### config.mk
export PLATFORM = sky130hd
export DESIGN_NAME = calc_sequencer
export DESIGN_NICKNAME = d
export VERILOG_FILES = /design/src/rtl/calc_sequencer.sv
export SDC_FILE = /design/constraint.sdc
export NUM_CORES = 1
export LEC_CHECK = 0
export CORE_MARGIN = 1
export CORE_UTILIZATION = 25
export DETAILED_ROUTE_END_ITERATION = 16
export GPL_TIMING_DRIVEN = 0
export MAX_ROUTING_LAYER = met4
export SETUP_SLACK_MARGIN = 0.15
export SLEW_MARGIN = 25
export SYNTH_ARGS = -nofsm -noshare
export SYNTH_HDL_FRONTEND = slang
export SYNTH_SLANG_ARGS = --single-unit
export TNS_END_PERCENT = 100
### constraint.sdc
create_clock -name sw_clk -period 7.99 [get_ports sw_clk]
set_clock_uncertainty 0.2 [all_clocks]
set_input_delay 2.397 -clock sw_clk [delete_from_list [all_inputs] [get_ports sw_clk]]
set_output_delay 2.397 -clock sw_clk [all_outputs]
set_load 0.05 [all_outputs]
### src/rtl/calc_sequencer.sv
// Multi-cycle arithmetic engine for the keypad calculator. Updates on the falling edge of sw_clk.
// Optional build macro CALC_SEQ_MOD_EN enables operator 5 (remainder); otherwise code 5 is rejected as invalid.
module calc_sequencer (
    input  logic        sw_clk,
    input  logic        rst,
    input  logic        start,
    input  logic [31:0] operand1,
    input  logic [31:0] operand2,
    input  logic [2:0]  operator,
    output logic        busy,
    output logic        done,
    output logic        err,
    output logic [31:0] ans
);

    typedef enum logic [1:0] {
        S_IDLE,
        S_EXEC,
        S_FIN
    } state_t;

    typedef enum logic [2:0] {
        OP_EQU   = 3'd0,
        OP_TIMES = 3'd1,
        OP_DIV   = 3'd2,
        OP_PLUS  = 3'd3,
        OP_MINUS = 3'd4,
        OP_MOD   = 3'd5,
        OP_BAD6  = 3'd6,
        OP_BAD7  = 3'd7
    } op_t;

    localparam logic [31:0] ERR_WORD = 32'h00EE_0000;
    localparam logic [63:0] POS_LIMIT = 64'd99_999_999;
    localparam logic [63:0] NEG_LIMIT = 64'd9_999_999;

    state_t      state, state_nx;
    logic        busy_nx, done_nx, err_nx;
    logic [31:0] ans_nx;
    logic        load, step;

    // Captured request
    op_t         opr;
    logic [31:0] op1, op2;
    logic        bad;
    logic [5:0]  cnt;

    // Add/subtract path
    logic [32:0] sum, sum_nx, sum_abs;

    // Shift-add multiplier
    logic [63:0] acc, mcand;
    logic [31:0] mplier;

    // Restoring divider
    logic [32:0] rem, dvsr;
    logic [31:0] quo;
    logic [33:0] shifted, diff;
    logic        ge;

    logic        in_bad;
    logic [32:0] ext1, ext2, mag1, mag2;
    logic        res_neg, range_ok;
    logic [63:0] res_mag;
    logic [31:0] val_mag, val;
    logic        iter_op;

    assign ext1 = {operand1[31], operand1};
    assign ext2 = {operand2[31], operand2};
    assign mag1 = ext1[32] ? (~ext1 + 33'd1) : ext1;
    assign mag2 = ext2[32] ? (~ext2 + 33'd1) : ext2;

    always_comb begin
        in_bad = 1'b0;
        case (op_t'(operator))
            OP_DIV:  in_bad = (operand2 == '0);
`ifdef CALC_SEQ_MOD_EN
            OP_MOD:  in_bad = (operand2 == '0);
`else
            OP_MOD:  in_bad = 1'b1;
`endif
            OP_BAD6: in_bad = 1'b1;
            OP_BAD7: in_bad = 1'b1;
            default: in_bad = 1'b0;
        endcase
    end

    always_comb begin
        case (opr)
            OP_PLUS:  sum_nx = {op1[31], op1} + {op2[31], op2};
            OP_MINUS: sum_nx = {op1[31], op1} - {op2[31], op2};
            default:  sum_nx = {op1[31], op1};
        endcase
    end

    // Bit 33 of diff is the borrow because both operands stay below 2^33.
    assign shifted = {rem, quo[31]};
    assign diff    = shifted - {1'b0, dvsr};
    assign ge      = ~diff[33];

    assign iter_op = (opr == OP_TIMES) || (opr == OP_DIV) || (opr == OP_MOD);

    // Result kept as sign + magnitude so the range check covers the full product width.
    assign sum_abs = sum[32] ? (~sum + 33'd1) : sum;

    always_comb begin
        res_neg = sum[32];
        res_mag = {31'b0, sum_abs};
        case (opr)
            OP_TIMES: begin
                res_neg = op1[31] ^ op2[31];
                res_mag = acc;
            end
            OP_DIV: begin
                res_neg = op1[31] ^ op2[31];
                res_mag = {32'b0, quo};
            end
`ifdef CALC_SEQ_MOD_EN
            OP_MOD: begin
                res_neg = op1[31];
                res_mag = {31'b0, rem};
            end
`endif
            default: ;
        endcase
    end

    assign range_ok = res_neg ? (res_mag <= NEG_LIMIT) : (res_mag <= POS_LIMIT);
    assign val_mag  = res_mag[31:0];
    assign val      = res_neg ? (~val_mag + 32'd1) : val_mag;

    always_comb begin
        state_nx = state;
        busy_nx  = busy;
        done_nx  = 1'b0;
        ans_nx   = ans;
        err_nx   = err;
        load     = 1'b0;
        step     = 1'b0;
        case (state)
            S_IDLE: begin
                if (start) begin
                    load     = 1'b1;
                    busy_nx  = 1'b1;
                    state_nx = in_bad ? S_FIN : S_EXEC;
                end
            end
            S_EXEC: begin
                step = 1'b1;
                if (!iter_op || cnt == 6'd31)
                    state_nx = S_FIN;
            end
            S_FIN: begin
                done_nx  = 1'b1;
                busy_nx  = 1'b0;
                state_nx = S_IDLE;
                if (bad || !range_ok) begin
                    err_nx = 1'b1;
                    ans_nx = ERR_WORD;
                end else begin
                    err_nx = 1'b0;
                    ans_nx = val;
                end
            end
            default: state_nx = S_IDLE;
        endcase
    end

    always_ff @(negedge sw_clk or negedge rst) begin
        if (!rst) begin
            state <= S_IDLE;
            busy  <= 1'b0;
            done  <= 1'b0;
            err   <= 1'b0;
            ans   <= '0;
        end else begin
            state <= state_nx;
            busy  <= busy_nx;
            done  <= done_nx;
            err   <= err_nx;
            ans   <= ans_nx;
        end
    end

    always_ff @(negedge sw_clk or negedge rst) begin
        if (!rst) begin
            opr    <= OP_EQU;
            op1    <= '0;
            op2    <= '0;
            bad    <= 1'b0;
            cnt    <= '0;
            sum    <= '0;
            acc    <= '0;
            mcand  <= '0;
            mplier <= '0;
            rem    <= '0;
            quo    <= '0;
            dvsr   <= '0;
        end else if (load) begin
            opr    <= op_t'(operator);
            op1    <= operand1;
            op2    <= operand2;
            bad    <= in_bad;
            cnt    <= '0;
            acc    <= '0;
            mcand  <= {31'b0, mag1};
            mplier <= mag2[31:0];
            rem    <= '0;
            quo    <= mag1[31:0];
            dvsr   <= mag2;
        end else if (step) begin
            cnt    <= cnt + 6'd1;
            sum    <= sum_nx;
            if (mplier[0])
                acc <= acc + mcand;
            mcand  <= mcand << 1;
            mplier <= mplier >> 1;
            rem    <= ge ? diff[32:0] : shifted[32:0];
            quo    <= {quo[30:0], ge};
        end
    end

endmodule

==> impl_metrics.csv <==
group,metric,value,unit
placed_design,dpl.hpwl,70930,um
critical_path,cp-startpoint,"operand2[9]",
critical_path,worstSetupEndpointType,"register",
timing,finalMaxSlewViolations,0,
critical_path,cp.required,4.21,ns
logic_synthesis,synth_top_area_frac,0.3844,
cts,cts_made_buffers,47,
critical_path,rr_worst_depth,18,
critical_path,worstPathArrival,5.54,ns
finish,layout.nets,3419,
die,die_x,325.1,um
logic_synthesis,synthArstFlopShare,1.000,
critical_path,critical_path_class,"input port to register",
placed_design,place_inst,4498,
cts,insertion_delay,0.59,ns
cts,cts_tree,"yes",
finish,stdcell_count,4630,
timing,setup_viol,79,
logic_synthesis,ys_warn_count,0,
logic_synthesis,synth.area.mux_share,0.01582,
power,power_density,471.1,nW/um^2
die,start_util,0.2522,
cts,clock_path_buffers,3,
run_status,status,"complete, but fails checks",
logic_synthesis,yosysSeqAreaShare,0.3844,
finish,syn_to_final_growth,23.82,%
timing,rsz0062_at_grt,"true",
placed_design,dp_slack,-2.468,ns
logic_synthesis,synthTopCellsByCount,"517 x nand2_1, 401 x dfrtn_1, 286 x o21ai_0",
timing,holdWs,0.2094,ns
critical_path,endpoint,"mplier[29]",
cts,cts-root-buf,"clkbuf_16",
critical_path,r2r_end,"sum[24]",
timing,fin_tns_setup,-41.74,ns
routing,dr.pass1.iters,6,
min_path,hold_path_class,"register to register",
placed_design,numPortBuffers,103,
logic_synthesis,synth-compound-area-share,0.2454,
power,power.total,15.23,mW
logic_synthesis,synthFlopType,"dfrtn_1",
run_status,failed_checks,"negative setup slack",
cts,clkTransAtPathRegs,0.05,ns
critical_path,rrSetupSlack,1.87,ns
logic_synthesis,netlist_area,26110,sq um
logic_synthesis,synth_top_area_cell,"dfrtn_1",
min_path,hold_start,"acc[63]",
placed_design,gp_congestion,0.9510,
logic_synthesis,yosysMostFrequentCell,"nand2_1",
power,power_leakage,14.40,nW
timing,worstMarginPinSlew,1.007,ns
routing,viasPerCell,5.183,
global_route,grt_pass1_vias,22870,
timing,slew-limit-headroom,0.3199,
finish,final_area,32320,sq um
routing,wire_per_inst,19.92,um
logic_synthesis,synthSimpleGateAreaFrac,0.1676,
logic_synthesis,synth_fa_ha_area_frac,0.06701,
logic_synthesis,synth_seq_cells,401,
routing,route.vias.total,24000,
global_route,grt_pass1_wl,141100,um
global_route,grt_max_degree,91,
routing,drt_iter0_drc,2426,
logic_synthesis,synthDistinctLibCells,83,
logic_synthesis,synth-xor-area-share,0.08388,
cts,numClockSinks,401,
logic_synthesis,ys_top_cells_by_area,"dfrtn_1 38%, nand2_1 7.4%, ha_1 6.5%",
routing,postRouteAntennaNets,0,
critical_path,regToRegStartpoint,"opr[2]",
die,die_h,325.1,um
critical_path,worstPathMaxFanout,2,
timing,fin_ws,-1.329,ns
critical_path,cp-start-kind,"input port",
logic_synthesis,synth.avg_cell_area,8.673,sq um
logic_synthesis,synth_top_family_by_area,"compound AO/OA/AOI/OAI gates",
global_route,grt_usage,0.1752,
global_route,overflow,0,
power,vdd_drop_max,247.2,uV
logic_synthesis,synth_nets,3218,
cts,cts_hold_buf,0,
finish,drive_above_1_share,0.1367,
die,core,103500,sq um
global_route,grt_antenna_before_repair,6,
logic_synthesis,synth-edff-count,0,
flow_run,maxCapViolCount,0,
timing,hold_viol_final,0,
placed_design,placed_area,29500,sq um
die,rows,118,
logic_synthesis,netlist_instances,3010,
routing,drc,0,
cts,htreeDepth,2,
min_path,whs_path_depth,1,
finish,utilization,0.3123,
die,io_pins,105,
die,fp.dieArea,105700,sq um
routing,wl,92210,um
==> cells by family after synthesis <==
kind of cell / count (synthesis)
compound gates: 969
fa+ha+maj: 138
xor+xnor: 250
flops: 401
simple gates: 968
buf+inv: 243
mux: 41
==> layer usage <==
layer	track usage	vias to the layer above	wire [um]
met1	0.2473	11750	43820
met2	0.2575	819	39670
met3	0.02592	152	6046
met5	-	-	0
met4	0.05025	0	2669
li1	-	11270	-
==> layout make-up <==
type	count	area, sq um
Fill cell	10760	71170
Timing Repair Buffer	152	1580
Tap cell	1380	1727
Sequential cell	401	10030
Inverter	88	350.3
Clock inverter	20	325.3
Buffer	155	889.6
Multi-Input combinational cell	2366	16050
Antenna cell	2	5.005
Clock buffer	66	1358
==> timing repair <==
action / 4_1_cts / 5_1_grt
gates cloned: 0 / 0
endpoints found under the setup margin: 402 / 198
resized for setup: 491 / 79
buffers inserted: 33 / 11
pin swaps: 54 / 35
==> flip-flops by register name, indices dropped and copies added (netlist names), 33 cells and up <==
signal / count
acc: 64
mcand: 64
rem: 33
sum: 33
==> cells in the final DEF, fill, tap and decap left out, types with 39 or more instances in the layout <==
cell / instances
nand3_1: 41
buf_6: 43
xor2_1: 120
nand2_1: 505
a21o_1: 84
ha_1: 133
dfrtn_1: 401
buf_4: 47
clkbuf_1: 88
a221o_1: 58
a21oi_1: 178
nor2_1: 130
clkbuf_16: 49
xnor2_1: 116
inv_1: 85
clkbuf_2: 40
mux2i_1: 39
o21ai_0: 261
==> critical path, stage by stage <==
cell and delay, ns:
buf_8 0.09, or4_4 0.52, or3_4 0.35, or3_4 0.39, or2_4 0.24, or4_4 0.43, or4_4 0.45, o21ai_2 0.17
xor2_1 0.20, nand2_1 0.11, o21ai_1 0.10, o21ai_1 0.07
==> report_power, final <==
part | total, mW | switching, mW | internal, mW
clock | 2.37 | 0.950 | 1.42
combinational | 9.09 | 5.61 | 3.47
sequential | 3.77 | 0.849 | 2.92
==> worst min-delay path by stage <==
stage               endpoint  slack (ns)
floorplan            acc[63]        0.18
global placement     acc[63]        0.20
detailed placement   acc[63]        0.22
CTS                  acc[63]        0.21
global route        dvsr[20]        0.24
finish               acc[63]        0.21
(Power assumes the default switching activity.)
